`src/rtl/rv32_isa.sv`:
```
// Shared RV32 ISA package: register width, M-extension funct3/funct7 encodings
// and the multiply/divide unit state type.
package rv32_isa;

   localparam int RegWidth = 32;

   localparam logic [2:0] OpF3MUL    = 3'b000;
   localparam logic [2:0] OpF3MULH   = 3'b001;
   localparam logic [2:0] OpF3MULHSU = 3'b010;
   localparam logic [2:0] OpF3MULHU  = 3'b011;
   localparam logic [2:0] OpF3DIV    = 3'b100;
   localparam logic [2:0] OpF3DIVU   = 3'b101;
   localparam logic [2:0] OpF3REM    = 3'b110;
   localparam logic [2:0] OpF3REMU   = 3'b111;

   localparam logic [6:0] OpF7MUL    = 7'b0000001;

   localparam int MdIterCount = 32;

   typedef enum logic [1:0] {
      IDLE = 2'd0,
      CALC = 2'd1,
      DONE = 2'd2
   } MdState_t;

endpackage

```
`src/rtl/rv32_div_step.sv`:
```
// One restoring-divide iteration: shift the next dividend bit into the partial
// remainder, subtract the divisor when it fits, and shift the quotient bit in.
module rv32_div_step #(
   parameter int W = 32
) (
   input  logic [W-1:0] rem_i,
   input  logic [W-1:0] quo_i,
   input  logic [W-1:0] div_i,
   output logic [W-1:0] rem_o,
   output logic [W-1:0] quo_o
);

   logic [W:0] shifted;
   logic       ge;

   // The dividend is consumed MSB-first out of the quotient register.
   assign shifted = {rem_i, quo_i[W-1]};
   assign ge      = shifted >= {1'b0, div_i};
   assign rem_o   = ge ? W'(shifted - {1'b0, div_i}) : shifted[W-1:0];
   assign quo_o   = {quo_i[W-2:0], ge};

endmodule

```
`src/rtl/rv32_muldiv.sv`:
```
// RV32M multiply/divide/remainder execute unit, 32-cycle iterative datapath.
// Optional macro RV32_MULDIV_FASTMUL_EN: single-cycle combinational multiplies.
//
// state | meaning
// IDLE  | ready for an op; special cases resolve straight to DONE
// CALC  | one shift-add / shift-subtract iteration per cycle, cnt 0..31
// DONE  | result valid and held until o_ready
module rv32_muldiv
   import rv32_isa::*;
#(
   parameter int XLEN = RegWidth
) (
   input  logic            clk,
   input  logic            nrst,
   input  logic            i_valid,
   output logic            i_ready,
   input  logic [2:0]      i_f3,
   input  logic [XLEN-1:0] i_rs1,
   input  logic [XLEN-1:0] i_rs2,
   input  logic [4:0]      i_rd,
   input  logic            i_flush,
   output logic            o_valid,
   input  logic            o_ready,
   output logic [XLEN-1:0] o_result,
   output logic [4:0]      o_rd,
   output logic            o_busy
);

   MdState_t        state_q, state_d;
   logic [4:0]      cnt_q, cnt_d;
   logic [2:0]      f3_q, f3_d;
   logic [4:0]      rd_q, rd_d;
   logic            neg_q, neg_d;
   logic [XLEN-1:0] hi_q, hi_d, lo_q, lo_d, op_q, op_d, res_q, res_d;

   logic            in_s1, in_s2, neg1, neg2, in_div, in_rem, div_zero, ovf;
   logic [XLEN-1:0] mag1, mag2;

   assign in_s1    = i_f3 inside {OpF3MULH, OpF3MULHSU, OpF3DIV, OpF3REM};
   assign in_s2    = i_f3 inside {OpF3MULH, OpF3DIV, OpF3REM};
   assign neg1     = in_s1 & i_rs1[XLEN-1];
   assign neg2     = in_s2 & i_rs2[XLEN-1];
   assign mag1     = neg1 ? -i_rs1 : i_rs1;
   assign mag2     = neg2 ? -i_rs2 : i_rs2;
   assign in_div   = i_f3 inside {OpF3DIV, OpF3DIVU, OpF3REM, OpF3REMU};
   assign in_rem   = i_f3 inside {OpF3REM, OpF3REMU};
   assign div_zero = in_div && (i_rs2 == '0);
   assign ovf      = (i_f3 inside {OpF3DIV, OpF3REM}) &&
                     (i_rs1 == {1'b1, {(XLEN-1){1'b0}}}) && (i_rs2 == '1);

   // hi/lo double as remainder/quotient for divides and product halves for multiplies.
   logic [XLEN-1:0]   step_rem, step_quo;
   rv32_div_step #(.W(XLEN)) u_div_step (
      .rem_i (hi_q),
      .quo_i (lo_q),
      .div_i (op_q),
      .rem_o (step_rem),
      .quo_o (step_quo)
   );

   logic [XLEN:0]     madd;
   logic [2*XLEN-1:0] prod, prod_fix;
   logic [XLEN-1:0]   q_fix, r_fix, calc_res;

   assign madd     = {1'b0, hi_q} + (lo_q[0] ? {1'b0, op_q} : '0);
   assign prod     = {madd, lo_q[XLEN-1:1]};
   assign prod_fix = neg_q ? -prod : prod;
   assign q_fix    = neg_q ? -step_quo : step_quo;
   assign r_fix    = neg_q ? -step_rem : step_rem;

   always_comb begin
      calc_res = '0;
      if (f3_q inside {OpF3REM, OpF3REMU})
         calc_res = r_fix;
      else if (f3_q inside {OpF3DIV, OpF3DIVU})
         calc_res = q_fix;
      else if (f3_q == OpF3MUL)
         calc_res = prod_fix[XLEN-1:0];
      else
         calc_res = prod_fix[2*XLEN-1:XLEN];
   end

`ifdef RV32_MULDIV_FASTMUL_EN
   logic [2*XLEN-1:0] fa, fb, fprod;
   assign fa    = {{XLEN{neg1}}, i_rs1};
   assign fb    = {{XLEN{neg2}}, i_rs2};
   assign fprod = fa * fb;
`endif

   always_comb begin
      state_d = state_q;
      cnt_d   = cnt_q;
      f3_d    = f3_q;
      rd_d    = rd_q;
      neg_d   = neg_q;
      hi_d    = hi_q;
      lo_d    = lo_q;
      op_d    = op_q;
      res_d   = res_q;
      case (state_q)
         IDLE: begin
            if (i_valid && !i_flush) begin
               f3_d  = i_f3;
               rd_d  = i_rd;
               cnt_d = '0;
               hi_d  = '0;
               lo_d  = mag1;
               op_d  = mag2;
               neg_d = in_rem ? neg1 : (neg1 ^ neg2);
               if (div_zero) begin
                  res_d   = in_rem ? i_rs1 : '1;
                  state_d = DONE;
               end else if (ovf) begin
                  res_d   = in_rem ? '0 : i_rs1;
                  state_d = DONE;
`ifdef RV32_MULDIV_FASTMUL_EN
               end else if (!in_div) begin
                  res_d   = (i_f3 == OpF3MUL) ? fprod[XLEN-1:0] : fprod[2*XLEN-1:XLEN];
                  state_d = DONE;
`endif
               end else begin
                  state_d = CALC;
               end
            end
         end
         CALC: begin
            cnt_d = cnt_q + 5'd1;
            if (f3_q inside {OpF3DIV, OpF3DIVU, OpF3REM, OpF3REMU}) begin
               hi_d = step_rem;
               lo_d = step_quo;
            end else begin
               hi_d = prod[2*XLEN-1:XLEN];
               lo_d = prod[XLEN-1:0];
            end
            if (cnt_q == 5'(MdIterCount - 1)) begin
               res_d   = calc_res;
               state_d = DONE;
            end
         end
         DONE: begin
            if (o_ready) state_d = IDLE;
         end
         default: state_d = IDLE;
      endcase
      if (i_flush) state_d = IDLE;
   end

   always_ff @(posedge clk or negedge nrst) begin
      if (!nrst) begin
         state_q <= IDLE;
         cnt_q   <= '0;
         f3_q    <= '0;
         rd_q    <= '0;
         neg_q   <= 1'b0;
         hi_q    <= '0;
         lo_q    <= '0;
         op_q    <= '0;
         res_q   <= '0;
      end else begin
         state_q <= state_d;
         cnt_q   <= cnt_d;
         f3_q    <= f3_d;
         rd_q    <= rd_d;
         neg_q   <= neg_d;
         hi_q    <= hi_d;
         lo_q    <= lo_d;
         op_q    <= op_d;
         res_q   <= res_d;
      end
   end

   assign i_ready  = (state_q == IDLE);
   assign o_valid  = (state_q == DONE);
   assign o_busy   = (state_q != IDLE);
   assign o_result = res_q;
   assign o_rd     = rd_q;

endmodule

```
`config.mk`:
```
export PLATFORM = sky130hd
export DESIGN_NAME = rv32_muldiv
export DESIGN_NICKNAME = d
export VERILOG_FILES = /design/src/rtl/rv32_isa.sv /design/src/rtl/rv32_div_step.sv /design/src/rtl/rv32_muldiv.sv
export SDC_FILE = /design/constraint.sdc
export NUM_CORES = 1
export LEC_CHECK = 0
export BUFFER_PORTS_ARGS = -buffer_cell sky130_fd_sc_hd__buf_2
export CORE_UTILIZATION = 56
export CTS_CLUSTER_DIAMETER = 120
export DETAILED_ROUTE_END_ITERATION = 6
export PLACE_DENSITY_LB_ADDON = 0.2
export SKIP_CTS_REPAIR_TIMING = 1
export SYNTH_ARGS = -nofsm -noshare
export SYNTH_HDL_FRONTEND = slang
export SYNTH_SLANG_ARGS = --single-unit
```
`constraint.sdc`:
```
create_clock -name clk -period 5.5 [get_ports clk]
set_input_delay 0.275 -clock clk [delete_from_list [all_inputs] [get_ports clk]]
set_output_delay 0.275 -clock clk [all_outputs]
set_load 0.005 [all_outputs]
```
==> summary.md, run 1 <==
| Metric | Value |
|---|---|
| Setup Skew | `18.3 ps` |
| Syn_nets | `2459` |
| CTS buffer count | `17` |
| Largest fanout on the critical path | `26` |
| Diode count | `0` |
| Htree depth | `4` |
| Least-Margin Pin Slew | `992 ps` |
| DR vias | `~19000` |
| Final Hold Viols | `0` |
| CP Capture Type | `flop` |
| Synth Area per Inst | `7.28 sq um` |
| Final setup violation count | `0` |
| Worst Hold Class | `input port to flop` |
| Main synth FF type | `dfrtp_1` |
| Adder-cell share of the synthesized area | `0.0560` |
| Area Growth Syn to Fin | `8.77%` |
| Status | `finished, final reports clean` |
| Routed Antenna Nets | `0` |
| Worst-case clock buffer depth | `2` |
| Global placer's final weighted congestion | `0.978` |
| Met3 Use GR | `0.0671` |
| Clock Root Buffer | `clkbuf_16` |
| Max Cap Violations | `0` |
| Total Power | `around 11000 uW` |
| Max VDD drop | `between 0.3 and 0.4 mV` |
| Met1 GRT Util | `0.526` |
| 1st-iter DRT viols | `2244` |
| Cells after Synth | `roughly 2300` |
| Distinct cell type count after synthesis | `85` |
| Leakage | `0.00746 uW` |
| #FFs+latches synth | `144` |
| Vias in the first global route | `17000` |
| Relative slew slack | `0.339` |
| Hpwl dp | `~47 mm` |
| Num ports | `117` |
| First-pass GRT wire length | `between 90 and 100 mm` |
| Main combinational cell family by area after synthesis | `compound AO/OA/AOI/OAI gates` |
| Unrepaired setup endpoints after global routing | `false` |
| Synth area leaders | `dfrtp_1 21%, o21ai_0 7.9%, nand2_1 6.2%` |
| Total gr overflow | `0` |
| Clock sink total | `144` |
| Critical Path RT | `between 5000 and 6000 ps` |
| GRT busiest layer | `met2` |
| DIE WIDTH | `175 microns` |
| Area leader, netlist | `dfrtp_1` |
| Layout net count | `about 2500` |
| Yosys warns | `0` |
| Simple logic cell fraction of the synthesized area | `0.231` |
| Fraction of layout cells with a size suffix above 1 | `0.112` |
| Fillers | `2738` |
| Largest net degree at the start of global routing | `96` |
| Most common cell after layout, fill and taps aside | `nand2_1` |
| Initial Utilization | `0.569` |
| Worst Setup Start Kind | `flop` |
| Met2 usage | `0.629` |
| Drt total wl | `61.8 mm` |
| Die Area | `30700 sq um` |
| Most frequent cells in the layout | `276 x nand2_1, 267 x o21ai_0, 185 x a21oi_1` |
| FP Rows | `63` |
| # port buffers | `116` |
| Max-slew violation count | `0` |
| Mux share of post-synthesis cell area | `0.0482` |
| WP data arrival | `5660 ps` |
| Maximum clock frequency | `188 MHz` |
| Synth top area share | `0.214` |
| Compound-Gate Fraction of Synth Area | `0.291` |
| Fin Setup TNS | `0 ps` |
| Via/cell ratio | `6.79` |
| CTS tree | `done` |
| Die H | `about 180 microns` |
| Drt pass-1 iters | `5` |
| Antenna violations before repair | `1` |
| WL/cell | `22.7 microns` |
| Asr flop ratio synth | `1.00` |
| Final Core Density | `0.619` |
| XOR/XNOR Fraction of Synth Area | `0.104` |
| Floorplan core area | `29600 sq um` |
| Tot GR Track Use | `0.397` |
| Clk slew on worst S/H paths | `70 ps` |
| Min Tclk post-route | `5330 ps` |
| Register area share after synthesis | `0.214` |
| Tcrit/Tclk final | `0.969` |
| Kind of critical path | `flop to flop` |
| Mapped cell area | `16800 sq um` |
| Pwr/cell area | `between 600 and 700 nW/um^2` |
| Post-synth EDFFs | `0` |
| # DRC | `0` |
| Clk Latency, worst-skew pair | `between 400 and 500 ps` |
[critical path, cell delays in order, from the launching register on]
cell and delay, ps:
dfrtp_2 490, clkinvlp_4 200, buf_4 340, nor2_1 140
ha_1 560, a21oi_1 190, o21ai_0 540, a221o_1 410
nor3_1 100, a21oi_1 310, xor2_1 150, or4b_2 710
or4_4 590, o31ai_4 190, xor2_1 170, o211ai_1 110
[sequential cells by signal, summed over array words and instances (netlist names)]
signal and cells:
hi_q 32, lo_q 32, o_result 32, op_q 32, cnt_q 5, o_rd 5
f3_q 3, state_q 2, neg_q 1
[synthesized netlist by cell type, drive strengths merged (15+ instances only)]
cell type / instances
a21o: 21
or3: 30
inv: 60
and2: 20
buf: 36
o21ai: 268
o21a: 18
a211oi: 32
nand2b: 22
clkbuf: 139
nor4: 19
nand2: 277
or2: 15
nand4: 31
mux2i: 72
a21oi: 187
xor2: 95
ha: 72
nor3: 62
dfrtp: 144
o41ai: 25
o211ai: 53
xnor2: 105
o31ai: 44
nor2: 152
or4: 26
a31oi: 21
nand3: 71
a221oi: 20
and3: 15
[cell type report]
class                   count  area [sq um]  area share
multi-input cells        1927         12300       0.674
flip-flops and latches    144          3610       0.197
repair buffers            172          1010      0.0552
well taps                 390           488      0.0267
clock buffers              22           484      0.0265
inverters                  62           236      0.0129
clock inverters            10           124     0.00677
[path summary, 6_finish.rpt]
| kind | depth (start not counted) | end | slack (ps) | start |
|---|---|---|---|---|
| max reg2reg | 15 | o_result[30]$_DFFE_PN0P_ | 170 | lo_q[0]$_DFFE_PN0P_ |
| min | 3 | o_rd[1]$_DFFE_PN0P_ | 6 | i_rd[1] |
| max in group asynchronous | 3 | lo_q[0]$_DFFE_PN0P_ | 3730 | nrst |
| min in group asynchronous | 2 | op_q[5]$_DFFE_PN0P_ | 410 | nrst |
| min reg2reg | 2 | o_rd[3]$_DFFE_PN0P_ | 470 | o_rd[3]$_DFFE_PN0P_ |
| max | 15 | o_result[30]$_DFFE_PN0P_ | 170 | lo_q[0]$_DFFE_PN0P_ |
[through the flow]
stage / std cells / setup WS (ps) / cell area (sq um) / hold slack (ps)
4_1_cts: 2726 / 68.7 / 18200 / -77.4
6_report: 2727 / 173 / 18300 / 5.90
3_3_place_gp: 2694 / 226 / 17600 / 383
3_5_place_dp: 2694 / 123 / 17600 / 399
5_1_grt: 2727 / 28.1 / 18300 / 14.0
2_1_floorplan: 2308 / 102 / 16800 / -20.6
[per-layer routing]
layer / vias up / part of all wire
li1: 8521 / -
met1: 8833 / 0.41
met2: 988 / 0.45
met3: 186 / 0.089
met4: 0 / 0.047
met5: - / 0
[where the power goes]
| part | internal [uW] | total, uW | switching (uW) |
|---|---|---|---|
| Clock | 722 | 1260 | 542 |
| Sequential | 1360 | 1870 | 506 |
| Combinational | 2900 | 8130 | 5220 |
[cells by family after synthesis]
logic type               count (synthesis)
XOR/XNOR                               200
AND/OR/NAND/NOR                        789
AO/OA/AOI/OAI                          784
flip-flops                             144
multiplexers                            80
buffers and inverters                  237
adder cells (fa/ha/maj)                 74
No activity file was read; power rests on OpenSTA's default activity.
==> run 2, diff against run 1 <==
Settings changed: SYNTH_HIERARCHICAL set to 1.
==> summary.md, run 2 <==
| Metric | Value |
|---|---|
| Layout net count | `2416 (-2.4%)` |
| CTS tree | `done` |
| Finished Cell Area | `18400 sq um (+0.82%)` |
| Antenna violations before repair | `3 (+2)` |
| Global placer's final weighted congestion | `0.959 (-2.0%)` |
| Most frequent cells in the layout | `237 x o21ai_0, 234 x nand2_1, 175 x a21oi_1` |
| Fraction of layout cells with a size suffix above 1 | `0.164 (+0.0518)` |
| # port buffers | `116 (unchanged)` |
| Floorplan core area | `28700 sq um (-2.9%)` |
| #FFs+latches synth | `144 (unchanged)` |
| Leakage | `0.00783 uW (+5.0%)` |
| Fillers | `2632 (-3.9%)` |
| Synth area leaders | `dfrtp_1 22%, o21ai_0 7.3%, xor2_1 5.9%` |
| Cell family with most CP delay | `simple AND/OR/NAND/NOR gates` |
| Pre-CTS WS | `-33.7 ps (-156 ps)` |
| Min Tclk post-route | `5340 ps (+9.37 ps)` |
| Total gr overflow | `0 (unchanged)` |
| CP max stage delay | `420 ps (-290 ps)` |
| Most common cell after layout, fill and taps aside | `o21ai_0` |
| Area leader, netlist | `dfrtp_1` |
| Crit-path cells | `ha_2, nand4_1, nor3_2, buf_4, a31o_2, nor4b_4, o21ai_2, a31oi_4, o21a_4, inv_4, buf_4, mux2_2, or3_4, or3_4, or3_1, or2_2, o21ai_1, xor2_1, o221ai_1, nor2_2, nand2_1, mux2i_1, nor3_2` |
| Placed insts | `2629 (-2.4%)` |
| Area after DPL | `17700 sq um (+0.35%)` |
| Routed Antenna Nets | `0 (unchanged)` |
| Clk slew on worst S/H paths | `60 ps (about the same)` |
| Synth top area share | `0.220 (+0.00597)` |
| Total Power | `11100 uW (-1.5%)` |
| Pwr/cell area | `601 nW/um^2 (-2.4%)` |
| Mapped cell area | `16400 sq um (-2.7%)` |
| Tcrit/Tclk final | `0.970 (+0.00170)` |
| Commonest cells post-synth | `238 x o21ai_0, 234 x nand2_1, 175 x a21oi_1` |
| Cells after Synth | `2163 (-6.3%)` |
| Kind of critical path | `flop to flop` |
| Relative slew slack | `0.269 (-0.0699)` |
| Final setup violation count | `0 (unchanged)` |
| First-pass GRT wire length | `90.9 mm (-4.6%)` |
| Register area share after synthesis | `0.220 (+0.00597)` |
| Syn_nets | `2314 (-5.9%)` |
| Synth Area per Inst | `7.56 sq um (+3.8%)` |
| Final WS setup | `164 ps (-9.37 ps)` |
| Clock Root Buffer | `clkbuf_16` |
| CP Capture Type | `flop` |
| Yosys warns | `6 (+6)` |
| Drt total wl | `58.8 mm (-4.9%)` |
| Htree depth | `4 (unchanged)` |
| WL/cell | `22.1 microns (-2.5%)` |
| Worst-case clock buffer depth | `2 (unchanged)` |
| Drt pass-1 iters | `6 (+1)` |
| Tot GR Track Use | `0.389 (-0.00877)` |
| Area Growth Syn to Fin | `12.7%` |
| Vias in the first global route | `16100 (-5.3%)` |
| Critical Path RT | `5830 ps (about the same)` |
| Least-Margin Pin Slew | `1090 ps (+101 ps)` |
| Clk Latency, worst-skew pair | `450 ps (-20 ps)` |
| Count leader, synth | `o21ai_0` |
| CTS buffer count | `17 (unchanged)` |
| Critical path buffers and inverters | `3 (+1)` |
| Worst Setup Start Kind | `flop` |
| CP max stage cell | `dfrtp_1` |
| Via/cell ratio | `6.48 (-4.6%)` |
| Multi-input logic area | `11900 sq um (-3.7%)` |
| Die Area | `29900 sq um (-2.7%)` |
| Max VDD drop | `0.364 mV (+11%)` |
| Clock sink total | `144 (unchanged)` |
| DIE WIDTH | `173 microns (-1.3%)` |
| FP Rows | `62 (-1.6%)` |
| Final cell count without fillers | `2661 (-2.4%)` |
| Asr flop ratio synth | `1.00 (unchanged)` |
| Final Hold Viols | `0 (unchanged)` |
| Largest net degree at the start of global routing | `94 (-2.1%)` |
| Distinct cell type count after synthesis | `89 (+4.7%)` |
| # DRC | `0 (unchanged)` |
| WP data arrival | `5670 ps (about the same)` |
| Worst Hold Class | `input port to flop` |
| Largest fanout on the critical path | `8 (-69%)` |
| Storage cell area | `3610 sq um (unchanged)` |
| Initial Utilization | `0.570 (+0.00111)` |
| Setup Skew | `17.1 ps (-1.23 ps)` |
| DR vias | `17300 (-6.9%)` |
| Die H | `173 microns (-1.3%)` |
| Hpwl dp | `44.8 mm (-4.6%)` |
| Num ports | `117 (unchanged)` |
| Max Cap Violations | `0 (unchanged)` |
| 1st-iter DRT viols | `2043 (-9.0%)` |
| Main synth FF type | `dfrtp_1` |
| Post-synth EDFFs | `0 (unchanged)` |
| Maximum clock frequency | `187 MHz (-0.18%)` |
| Max-slew violation count | `0 (unchanged)` |
| Status | `finished, final reports clean` |
## run 2: cell type report
| class | count | share of cell area |
|---|---|---|
| Inverter | 64 | 0.0132 |
| Clock buffer | 20 | 0.0237 |
| Sequential cell | 144 | 0.196 |
| Multi-Input combinational cell | 1790 | 0.644 |
| Timing Repair Buffer | 248 | 0.0857 |
| Tap cell | 384 | 0.0261 |
| Antenna cell | 1 | 0.000136 |
| Clock inverter | 10 | 0.0114 |
## run 2: logic make-up (layout without fill, tap and decap cells)
| group | Yosys count | count (layout) | synth area share |
|---|---|---|---|
| fa+ha+maj | 74 | 74 | 0.0575 |
| flops | 144 | 144 | 0.220 |
| xor+xnor | 215 | 215 | 0.115 |
| simple gates | 711 | 711 | 0.219 |
| compound gates | 696 | 696 | 0.263 |
| mux | 94 | 94 | 0.0629 |
| buf+inv | 229 | 342 | 0.0617 |
| other cells | 0 | 1 | 0 |
## run 2: through the flow
| stage | setup TNS [ps] | hold WS (ps) | utilization |
|---|---|---|---|
| floorplan | 0 | -20.6 | - |
| global placement | 0 | 291 | 0.616 |
| detailed placement | -33.7 | 300 | 0.616 |
| CTS | -120 | -171 | 0.638 |
| global route | -39.6 | 5.39 | 0.642 |
| finish | 0 | 15.0 | 0.642 |
## run 2: worst min-delay path: stages
cell and delay (ps):
buf_2 70, nand2_1 40, nand2_1 40
## run 2: where the power goes
part | internal, uW | switching [uW]
Sequential | 1370 | 515
Clock | 847 | 501
Combinational | 3370 | 4480
Total | 5590 | 5500
## run 2: routing by layer
layer | global-route usage | wire [microns] | vias to the layer above
met5 | 0 | 13 | -
met4 | 0.162 | 2260 | 2
met3 | 0.0662 | 4240 | 132
met2 | 0.600 | 26300 | 793
met1 | 0.536 | 26000 | 8242
li1 | - | - | 8085
## run 2: path summary, 6_finish.rpt
check	start	to	slack [ps]	cells after the start
setup / recovery	hi_q[10]$_DFFE_PN0P_	o_result[30]$_DFFE_PN0P_	160	23
setup reg to reg	hi_q[10]$_DFFE_PN0P_	o_result[30]$_DFFE_PN0P_	160	23
hold reg to reg	o_result[3]$_DFFE_PN0P_	o_result[3]$_DFFE_PN0P_	470	2
min in group asynchronous	nrst	o_result[4]$_DFFE_PN0P_	390	2
hold / removal	i_rd[2]	o_rd[2]$_DFFE_PN0P_	20	3
max in group asynchronous	nrst	hi_q[6]$_DFFE_PN0P_	3900	3
